--- src/rtl/calc_op_sequencer.sv ---
// rtl/calc_op_sequencer.sv - ADD/SUB/MUL sequencer driving an external 8-bit ripple adder
// Optional shift-add multiply is included when CALC_MUL_EN is defined.
module calc_op_sequencer #(
    parameter int WIDTH = 8
) (
    input  logic                 clk,
    input  logic                 rst_n,
    input  logic                 in_valid,
    output logic                 in_ready,
    input  logic [1:0]           op,
    input  logic [WIDTH-1:0]     opa,
    input  logic [WIDTH-1:0]     opb,
    output logic [WIDTH-1:0]     add_a,
    output logic [WIDTH-1:0]     add_b,
    output logic                 add_cin,
    input  logic [WIDTH-1:0]     add_sum,
    input  logic                 add_cout,
    output logic                 out_valid,
    input  logic                 out_ready,
    output logic [2*WIDTH-1:0]   result,
    output logic                 carry,
    output logic                 overflow,
    output logic                 zero,
    output logic                 err
);

    localparam logic [1:0] OP_ADD = 2'b00;
    localparam logic [1:0] OP_SUB = 2'b01;
`ifdef CALC_MUL_EN
    localparam logic [1:0] OP_MUL = 2'b10;
`endif

    typedef enum logic [1:0] {
        S_IDLE,
        S_EXEC,
`ifdef CALC_MUL_EN
        S_MUL,
`endif
        S_DONE
    } state_t;

    state_t               r_state;
    logic [1:0]           r_op;
    logic [WIDTH-1:0]     r_opa;
    logic [WIDTH-1:0]     r_opb;
    logic [2*WIDTH-1:0]   r_result;
    logic                 r_carry;
    logic                 r_overflow;
    logic                 r_zero;
    logic                 r_err;
    logic                 r_out_valid;

`ifdef CALC_MUL_EN
    logic [WIDTH-1:0]     r_p;
    logic [WIDTH-1:0]     r_q;
    logic [2:0]           r_cnt;
    logic [2*WIDTH-1:0]   w_pq_next;
`endif

    logic [WIDTH-1:0]     w_add_a;
    logic [WIDTH-1:0]     w_add_b;
    logic                 w_add_cin;
    logic                 w_ovf;

    // Adder operands are a pure function of the registered state so the
    // external adder's sum can be consumed in the same cycle.
    always_comb begin
        w_add_a   = '0;
        w_add_b   = '0;
        w_add_cin = 1'b0;
        case (r_state)
            S_EXEC: begin
                if (r_op == OP_ADD) begin
                    w_add_a = r_opa;
                    w_add_b = r_opb;
                end else if (r_op == OP_SUB) begin
                    w_add_a   = r_opa;
                    w_add_b   = ~r_opb;
                    w_add_cin = 1'b1;
                end
            end
`ifdef CALC_MUL_EN
            S_MUL: begin
                w_add_a = r_p;
                w_add_b = r_q[0] ? r_opa : '0;
            end
`endif
            default: ;
        endcase
    end

    assign w_ovf = (w_add_a[WIDTH-1] == w_add_b[WIDTH-1]) &&
                   (add_sum[WIDTH-1] != w_add_a[WIDTH-1]);

`ifdef CALC_MUL_EN
    assign w_pq_next = {add_cout, add_sum, r_q[WIDTH-1:1]};
`endif

    always_ff @(posedge clk) begin
        if (!rst_n) begin
            r_state     <= S_IDLE;
            r_op        <= '0;
            r_opa       <= '0;
            r_opb       <= '0;
            r_result    <= '0;
            r_carry     <= 1'b0;
            r_overflow  <= 1'b0;
            r_zero      <= 1'b0;
            r_err       <= 1'b0;
            r_out_valid <= 1'b0;
`ifdef CALC_MUL_EN
            r_p         <= '0;
            r_q         <= '0;
            r_cnt       <= '0;
`endif
        end else begin
            case (r_state)
                S_IDLE: begin
                    if (in_valid) begin
                        r_op    <= op;
                        r_opa   <= opa;
                        r_opb   <= opb;
                        r_state <= S_EXEC;
`ifdef CALC_MUL_EN
                        r_p   <= '0;
                        r_q   <= opb;
                        r_cnt <= '0;
                        if (op == OP_MUL) begin
                            r_state <= S_MUL;
                        end
`endif
                    end
                end
                S_EXEC: begin
                    if (r_op == OP_ADD || r_op == OP_SUB) begin
                        r_result   <= {{WIDTH{1'b0}}, add_sum};
                        r_carry    <= add_cout;
                        r_overflow <= w_ovf;
                        r_zero     <= (add_sum == '0);
                        r_err      <= 1'b0;
                    end else begin
                        r_result   <= '0;
                        r_carry    <= 1'b0;
                        r_overflow <= 1'b0;
                        r_zero     <= 1'b1;
                        r_err      <= 1'b1;
                    end
                    r_out_valid <= 1'b1;
                    r_state     <= S_DONE;
                end
`ifdef CALC_MUL_EN
                S_MUL: begin
                    {r_p, r_q} <= w_pq_next;
                    r_cnt      <= r_cnt + 3'd1;
                    if (r_cnt == 3'd7) begin
                        r_result    <= w_pq_next;
                        r_carry     <= 1'b0;
                        r_overflow  <= 1'b0;
                        r_zero      <= (w_pq_next == '0);
                        r_err       <= 1'b0;
                        r_out_valid <= 1'b1;
                        r_state     <= S_DONE;
                    end
                end
`endif
                S_DONE: begin
                    if (out_ready) begin
                        r_out_valid <= 1'b0;
                        r_state     <= S_IDLE;
                    end
                end
                default: begin
                    r_out_valid <= 1'b0;
                    r_state     <= S_IDLE;
                end
            endcase
        end
    end

    assign in_ready  = (r_state == S_IDLE);
    assign out_valid = r_out_valid;
    assign add_a     = w_add_a;
    assign add_b     = w_add_b;
    assign add_cin   = w_add_cin;
    assign result    = r_result;
    assign carry     = r_carry;
    assign overflow  = r_overflow;
    assign zero      = r_zero;
    assign err       = r_err;

endmodule

--- config.mk ---
export PLATFORM = sky130hd
export DESIGN_NAME = calc_op_sequencer
export DESIGN_NICKNAME = d
export VERILOG_FILES = /design/src/rtl/calc_op_sequencer.sv
export SDC_FILE = /design/constraint.sdc
export NUM_CORES = 1
export LEC_CHECK = 0
export BUFFER_PORTS_ARGS = -buffer_cell sky130_fd_sc_hd__buf_2
export CAP_MARGIN = 20
export CORE_MARGIN = 2
export CORE_UTILIZATION = 40
export CTS_CLUSTER_DIAMETER = 150
export CTS_CLUSTER_SIZE = 24
export DETAILED_ROUTE_END_ITERATION = 6
export PLACE_DENSITY = 0.71
export SLEW_MARGIN = 10
export SYNTH_ARGS = -nofsm -noshare
export SYNTH_HDL_FRONTEND = slang
export SYNTH_SLANG_ARGS = --single-unit
--- constraint.sdc ---
create_clock -name clk -period 1.8 [get_ports clk]
set_input_delay 0.09 -clock clk [delete_from_list [all_inputs] [get_ports clk]]
set_output_delay 0.09 -clock clk [all_outputs]
set_load 0.05 [all_outputs]
==> metrics.md, run 1 <==
| Metric | Value |
|---|---|
| Critical Path End Type | primary output |
| Internal power | about 1.4 mW |
| Cts hold-fix bufs | 0 |
| CP cell instances | and2b_1 -> nand2b_2 -> nor2_1 -> buf_2 |
| Hold Violations, Final | 0 |
| HP Start | opa[6] |
| ANT cells | 0 |
| Antenna violations before repair | 0 |
| Period utilization | slightly above 90% |
| Wire per inst | around 11 um |
| GRT overflow | 0 |
| DRT Pass-1 Iters | 4 |
| Rows | 22 |
| CP Max Fanout | 8 |
| Global-route wire length before repair | ~5000 um |
| Status | finished clean |
| DRC | 0 |
| Worst flop-to-flop path startpoint | r_state[1] |
| Max-slew headroom | approximately three fifths |
| Final wirelength | 3130 um |
| Leakage | around 0.9 nW |
| Maximum VDD drop | 530 uV |
| Worst-Margin Slew | just over 600 ps |
| P_sw | ~0.55 mW |
| FF-to-FF End | r_opb[2] |
| Hold Path Sink | r_opa[6] |
| Post-DP Area | around 1800 um2 |
| Required time of the critical path | ~1700 ps |
| Arrival time at the worst endpoint | ~1600 ps |
| Post-route setup TNS | 0 ps |
| CTS Buffer Depth | 2 |
| Peak Freq | just under 600 MHz |
| Slew Viols, Final | 0 |
| Pwr Density | 1050 nW/um2 |
| Critical Path Source Type | flip-flop |
| Hpwl dp | 2230 um |
| # port buffers | around 60 |
| PostCTS Resize Cnt | 2 |
| Max Cap Violations | 0 |
| Detailed-route via count | 1,321 |
| R2R cell count | 3 |
| Largest net degree at the start of global routing | 20 |
| Initial Utilization | 40.8% |
| Worst path max stage delay | about 400 ps |
| Post-synthesis sequential area ratio | between 40% and 50% |
| Post-CTS Setup Bufs | 0 |
| Setup violations, final | 0 |
| Gate power share | roughly 18% |
| Yosys Warn Count | 0 |
| Share of cells above drive strength 1 | about 32% |
| Max Clock Skew | between 7 and 8 ps |
| Die boundary width | 64.7 um |
| FF-to-FF setup slack | 350 ps |
| Worst-path clk slew | around 70 ps |
| Period minus WS final | approximately 1700 ps |
| CP Class | flip-flop to primary output |
| Buffers plus inverters on the worst setup path | 1 |
| Most common cell after layout, fill and taps aside | buf_2 |
| Post-Place Worst Slack | ~270 ps |
| I/O pin count | 70 |
| Core ar. | about 3600 um2 |
| Overall global routing resource usage | about 16% |
| DRT iter0 DRCs | 33 |
| Sequential power share | 40.5% |
| Fin cells | between 200 and 300 |
| H-tree depth | 2 |
| Die Y-Extent | 64.7 um |
| Setup ws final | about 120 ps |
| Slowest CP cell | dfxtp_1 |
| Clk sinks | 33 |
| Yosys reg bits | 33 |
| GP Congestion | between 0.7 and 0.8 |
| CTS Buf Count | 5 |
| Net Sw Frac | between 20% and 30% |
| Hold crit path type | input port to flip-flop |
| Routed Antenna Nets | 0 |
| P&R area growth vs syn | 28.2% |
| Hold Path Depth | 3 |
| Final instance area | around 1900 um2 |
| Die ar. | roughly 4200 um2 |
| Worst skew pair latency | between 200 and 300 ps |
| Final nets | between 200 and 300 |
| RSZ-0062 raised after global routing | no |
| Clock share of power | 41.6% |
| Clock Tree Root | clkbuf_8 |
| Synth unique cells | 27 |
| CTS tree | yes |
| Most frequent cells in the layout | buf_2 (61), nand2_1 (38), dfxtp_1 (32), nor2_1 (21), a21oi_1 (21) |
| Number of global-route vias before repair | about 1.1k |
| Fill cell total of the finished layout | approximately 380 |
| Crit path max-delay family | simple AND/OR/NAND/NOR gates |
| Mapped cell area | approximately 1500 um2 |
| Synth Instances | ~180 |
| Final core utilization | 52.4% |
| Placed cell count | approximately 280 |
| Syn Area/Cell | 8.27 um2 |
| Via/cell ratio | between 4 and 5 |
registers in the layout (all words and copies together), names as in the netlist:
signal / cells
r_opb: 8
overflow: 1
r_state: 2
err: 1
r_opa: 8
zero: 1
carry: 1
r_op: 2
result: 8
out_valid: 1
worst reg2reg max path: stages (launching register included):
cell     delay, ps
dfxtp_1        400
or3b_1         690
nand2_1        170
a21oi_1         70
synthesized netlist by cell type, drive strengths merged:
| cell | number | area share (%) |
|---|---|---|
| dfxtp | 33 | 45 |
| o41ai | 1 | 0.59 |
| clkbuf | 4 | 1.1 |
| nor4 | 2 | 0.85 |
| nand3 | 1 | 0.34 |
| nand2b | 2 | 0.85 |
| and2b | 1 | 0.51 |
| nor2b | 2 | 0.85 |
| or3b | 1 | 0.59 |
| a21oi | 21 | 7.1 |
| mux2i | 1 | 0.68 |
| nor3b | 2 | 2.5 |
| inv | 1 | 0.25 |
| nand2 | 38 | 9.7 |
| o211a | 1 | 0.68 |
| conb | 1 | 0.25 |
| and2 | 9 | 3.8 |
| o21ai | 3 | 1.0 |
| nand3b | 1 | 0.51 |
| xnor2 | 8 | 4.8 |
| nor2 | 21 | 5.4 |
| buf | 16 | 8.7 |
| a22oi | 8 | 4.1 |
per-stage QoR:
stage / hold WS [ps] / total power, mW
final: 37.2 / 1.98
after global routing: 35.9 / 2.06
after CTS: 31.7 / 2.00
after detailed placement: 336 / 1.18
after global placement: 329 / 1.17
after floorplan: 225 / 1.11
worst max-delay path by stage:
stage | start | to | slack, ps | depth (start not counted)
after floorplan | r_state[1] | add_b[0] | 160 | 5
after global placement | r_state[0] | add_b[6] | 290 | 4
after detailed placement | r_state[0] | add_b[5] | 270 | 4
after CTS | r_state[1] | add_b[5] | 100 | 4
after global routing | r_state[1] | add_b[5] | 10 | 4
final | r_state[1] | add_b[3] | 120 | 4
routing by layer:
metal / share of wire [%] / routed length, um / GRT usage (%) / vias up
met3: 6.3 / 198 / 4.17 / 6
met1: 46 / 1450 / 18.2 / 592
met5: 0 / 0 / 0 / -
met2: 46 / 1430 / 25.8 / 40
met4: 1.6 / 51 / 8.51 / 0
li1: - / - / - / 683
area by class of cell:
| class | instances | area (um2) | share of cell area [%] |
|---|---|---|---|
| clock buffer | 5 | 68.8 | 3.64 |
| clock inverter | 3 | 65.1 | 3.45 |
| multi-input combinational | 131 | 693 | 36.7 |
| sequential | 33 | 662 | 35.1 |
| tap | 48 | 60.1 | 3.18 |
| inverter | 1 | 3.75 | 0.199 |
| timing repair buffer | 65 | 335 | 17.8 |
cells by family after synthesis:
kind of cell / count (synthesis) / share of synthesized area, %
and+or+nand+nor: 80 / 25.9
AOI/OAI and AO/OA: 34 / 13.5
DFF: 33 / 44.9
buffers and inverters: 21 / 10.0
xor gates and xnor gates: 8 / 4.76
muxes: 1 / 0.680
other: 1 / 0.255
power groups by stage:
stage | sequential (mW) | combinational (mW) | clock, mW
after floorplan | 0.863 | 0.246 | 0
after global placement | 0.818 | 0.355 | 0
after detailed placement | 0.820 | 0.357 | 0
after CTS | 0.803 | 0.360 | 0.838
after global routing | 0.809 | 0.384 | 0.870
final | 0.803 | 0.355 | 0.825
No activity file was read; power rests on OpenSTA's default activity.
==> run 2: changes to the inputs <==
--- a/config.mk
+++ b/config.mk
@@ -8,11 +8,11 @@
 export BUFFER_PORTS_ARGS = -buffer_cell sky130_fd_sc_hd__buf_2
 export CAP_MARGIN = 20
 export CORE_MARGIN = 2
-export CORE_UTILIZATION = 40
+export CORE_UTILIZATION = 45
 export CTS_CLUSTER_DIAMETER = 150
 export CTS_CLUSTER_SIZE = 24
 export DETAILED_ROUTE_END_ITERATION = 6
-export PLACE_DENSITY = 0.71
+export PLACE_DENSITY = 0.78
 export SLEW_MARGIN = 10
 export SYNTH_ARGS = -nofsm -noshare
 export SYNTH_HDL_FRONTEND = slang
==> run 2 against run 1 <==
Cell area increased by 8.6%; highest routed layer unchanged; die area fell by 10%; maximum frequency shrank 1.5%; worst setup slack worse by 26 ps; register-to-register slack improved by 20 ps; the run now ends with negative hold slack left; cell count rose by 6.3%; count of clock-buffer cells in the layout did not move; sequential cell count stayed put; clock skew decreased by 1.0 ps.
==> metrics.md, run 2 (same netlist as run 1, synthesis figures left out) <==
| Metric | Value |
|---|---|
| Overall global routing resource usage | 19.7% (+4.1 points) |
| Period minus WS final | 1700 ps (+26.1 ps) |
| Gate power share | 24.5% (+6.6 points) |
| Worst hold slack | -0.103 ps (-37.3 ps) |
| Antenna violations before repair | 0 (unchanged) |
| Die ar. | 3750 um2 (-10%) |
| Die Y-Extent | 61.2 um (-5.4%) |
| Routed Antenna Nets | 0 (unchanged) |
| Most frequent cells in the layout | buf_2 (56), nand2_1 (38), dfxtp_1 (31), dlygate4sd3_1 (22) |
| Final wirelength | 3510 um (+12%) |
| P_sw | 0.552 mW (+0.40%) |
| Largest net degree at the start of global routing | 20 (unchanged) |
| Clock Tree Root | clkbuf_4 |
| FF-to-FF setup slack | 370 ps (+20 ps) |
| Final nets | 290 (+8.2%) |
| Clock share of power | 25.6% (-16 points) |
| DRC | 0 (unchanged) |
| Worst path max stage delay | 390 ps (about the same) |
| Failing checks | negative hold slack |
| Required time of the critical path | 1710 ps (about the same) |
| Max Cap Violations | 0 (unchanged) |
| Core ar. | 3080 um2 (-15%) |
| Placed cell count | 273 (-1.8%) |
| Via/cell ratio | 4.65 (+0.77%) |
| Hold Violations, Final | 1 (+1) |
| Peak Freq | 587 MHz (-1.5%) |
| Worst-path clk slew | 100 ps (+30 ps) |
| Hold Path Depth | 3 (unchanged) |
| Net Sw Frac | 34.1% (+6.4 points) |
| Wire per inst | 11.5 um (+5.5%) |
| Final core utilization | 66.6% (+14 points) |
| Hold crit path type | input port to flip-flop |
| CTS Buf Count | 5 (unchanged) |
| H-tree depth | 2 (unchanged) |
| Setup violations, final | 0 (unchanged) |
| Status | finished, violations left |
| CP Class | flip-flop to primary output |
| Critical Path End Type | primary output |
| CTS tree | yes |
| Critical Path Source Type | flip-flop |
| Pwr Density | 789 nW/um2 (-25%) |
| Worst skew pair latency | 340 ps (+50 ps) |
| Slowest CP cell | dfxtp_2 |
| # port buffers | 61 (unchanged) |
| Global-route wire length before repair | 5420 um (+7.5%) |
| ANT cells | 0 (unchanged) |
| Period utilization | 94.6% (+1.4 points) |
| Worst-Margin Slew | 648 ps (+24.9 ps) |
| Sequential power share | 49.9% (+9.4 points) |
| Arrival time at the worst endpoint | 1610 ps (+20 ps) |
| GP Congestion | 0.753 (about the same) |
| Leakage | 0.941 nW (+6.3%) |
| Die boundary width | 61.2 um (-5.4%) |
| Maximum VDD drop | 470 uV (-11%) |
| CP cell instances | and2b_1 -> nand2b_2 -> nor2_1 -> clkbuf_4 |
| Initial Utilization | 47.8% (+7.0 points) |
| Post-route setup TNS | 0 ps (unchanged) |
| I/O pin count | 70 (unchanged) |
| Slew Viols, Final | 0 (unchanged) |
| Clk sinks | 33 (unchanged) |
| CTS Buffer Depth | 2 (unchanged) |
| P&R area growth vs syn | 39.3% |
| GRT overflow | 0 (unchanged) |
| Most common cell after layout, fill and taps aside | buf_2 |
| Max-slew headroom | 56.8% (-1.7 points) |
| Share of cells above drive strength 1 | 30.0% (-2.4 points) |
| DRT Pass-1 Iters | 4 (unchanged) |
| DRT iter0 DRCs | 49 (+48%) |
| R2R cell count | 3 (unchanged) |
| Fin cells | 304 (+6.3%) |
| RSZ-0062 raised after global routing | no |
| Detailed-route via count | 1,415 (+7.1%) |
| Hpwl dp | 2190 um (-1.7%) |
| CP Max Fanout | 8 (unchanged) |
| Rows | 20 (-9.1%) |
| Max Clock Skew | 6.84 ps (-1.02 ps) |
| Internal power | 1.07 mW (-26%) |
| Number of global-route vias before repair | 1,235 (+9.2%) |
| Total Power | 1.62 mW (-18%) |
==> run 2: final cells by class <==
cell class,count,area [um2]
clock buffers,5,37.5
flip-flops and latches,33,663
inverters,1,3.75
repair buffers,87,581
multi-input cells,131,693
fillers,264,1030
well taps,44,55.1
clock inverters,3,17.5
==> run 2: per-layer routing <==
layer	part of all wire [%]	global-route usage (%)	vias up
li1	-	-	723
met1	44	24.3	638
met2	49	32.4	47
met3	4.9	5.25	7
met4	2.1	8.39	0
met5	0	0	-
==> run 2: worst paths after layout <==
kind               end        from
max           add_b[3]  r_state[1]
min          result[5]  add_sum[5]
max reg2reg   r_opa[1]  r_state[1]
min reg2reg   r_opa[2]    r_opa[2]
==> run 2: timing repair <==
action                                  CTS  global route
setup buffers                             1             0
resized for setup                         2             6
hold buffers                             21             1
endpoints found under the setup margin   17             8
endpoints found under the hold margin    21             1
==> run 2: metrics by stage <==
stage,setup WS [ps],cell area (um2)
floorplan,162,1500
global placement,334,1740
detailed placement,336,1740
CTS,6.51,2030
global route,7.91,2050
finish,97.6,2050
==> run 2: power by group through the flow <==
stage | clock, mW | sequential, mW | combinational, mW
final | 0.414 | 0.809 | 0.396
after global routing | 0.455 | 0.815 | 0.430
after CTS | 0.414 | 0.808 | 0.391
after detailed placement | 0 | 0.824 | 0.347
after global placement | 0 | 0.823 | 0.346
after floorplan | 0 | 0.863 | 0.246
==> run 2: worst max-delay path: cells and delay by family, from the launching register on <==
family | cells | cell delay, ps
flops | 1 | 390
simple gates | 3 | 620
buf+inv | 1 | 260
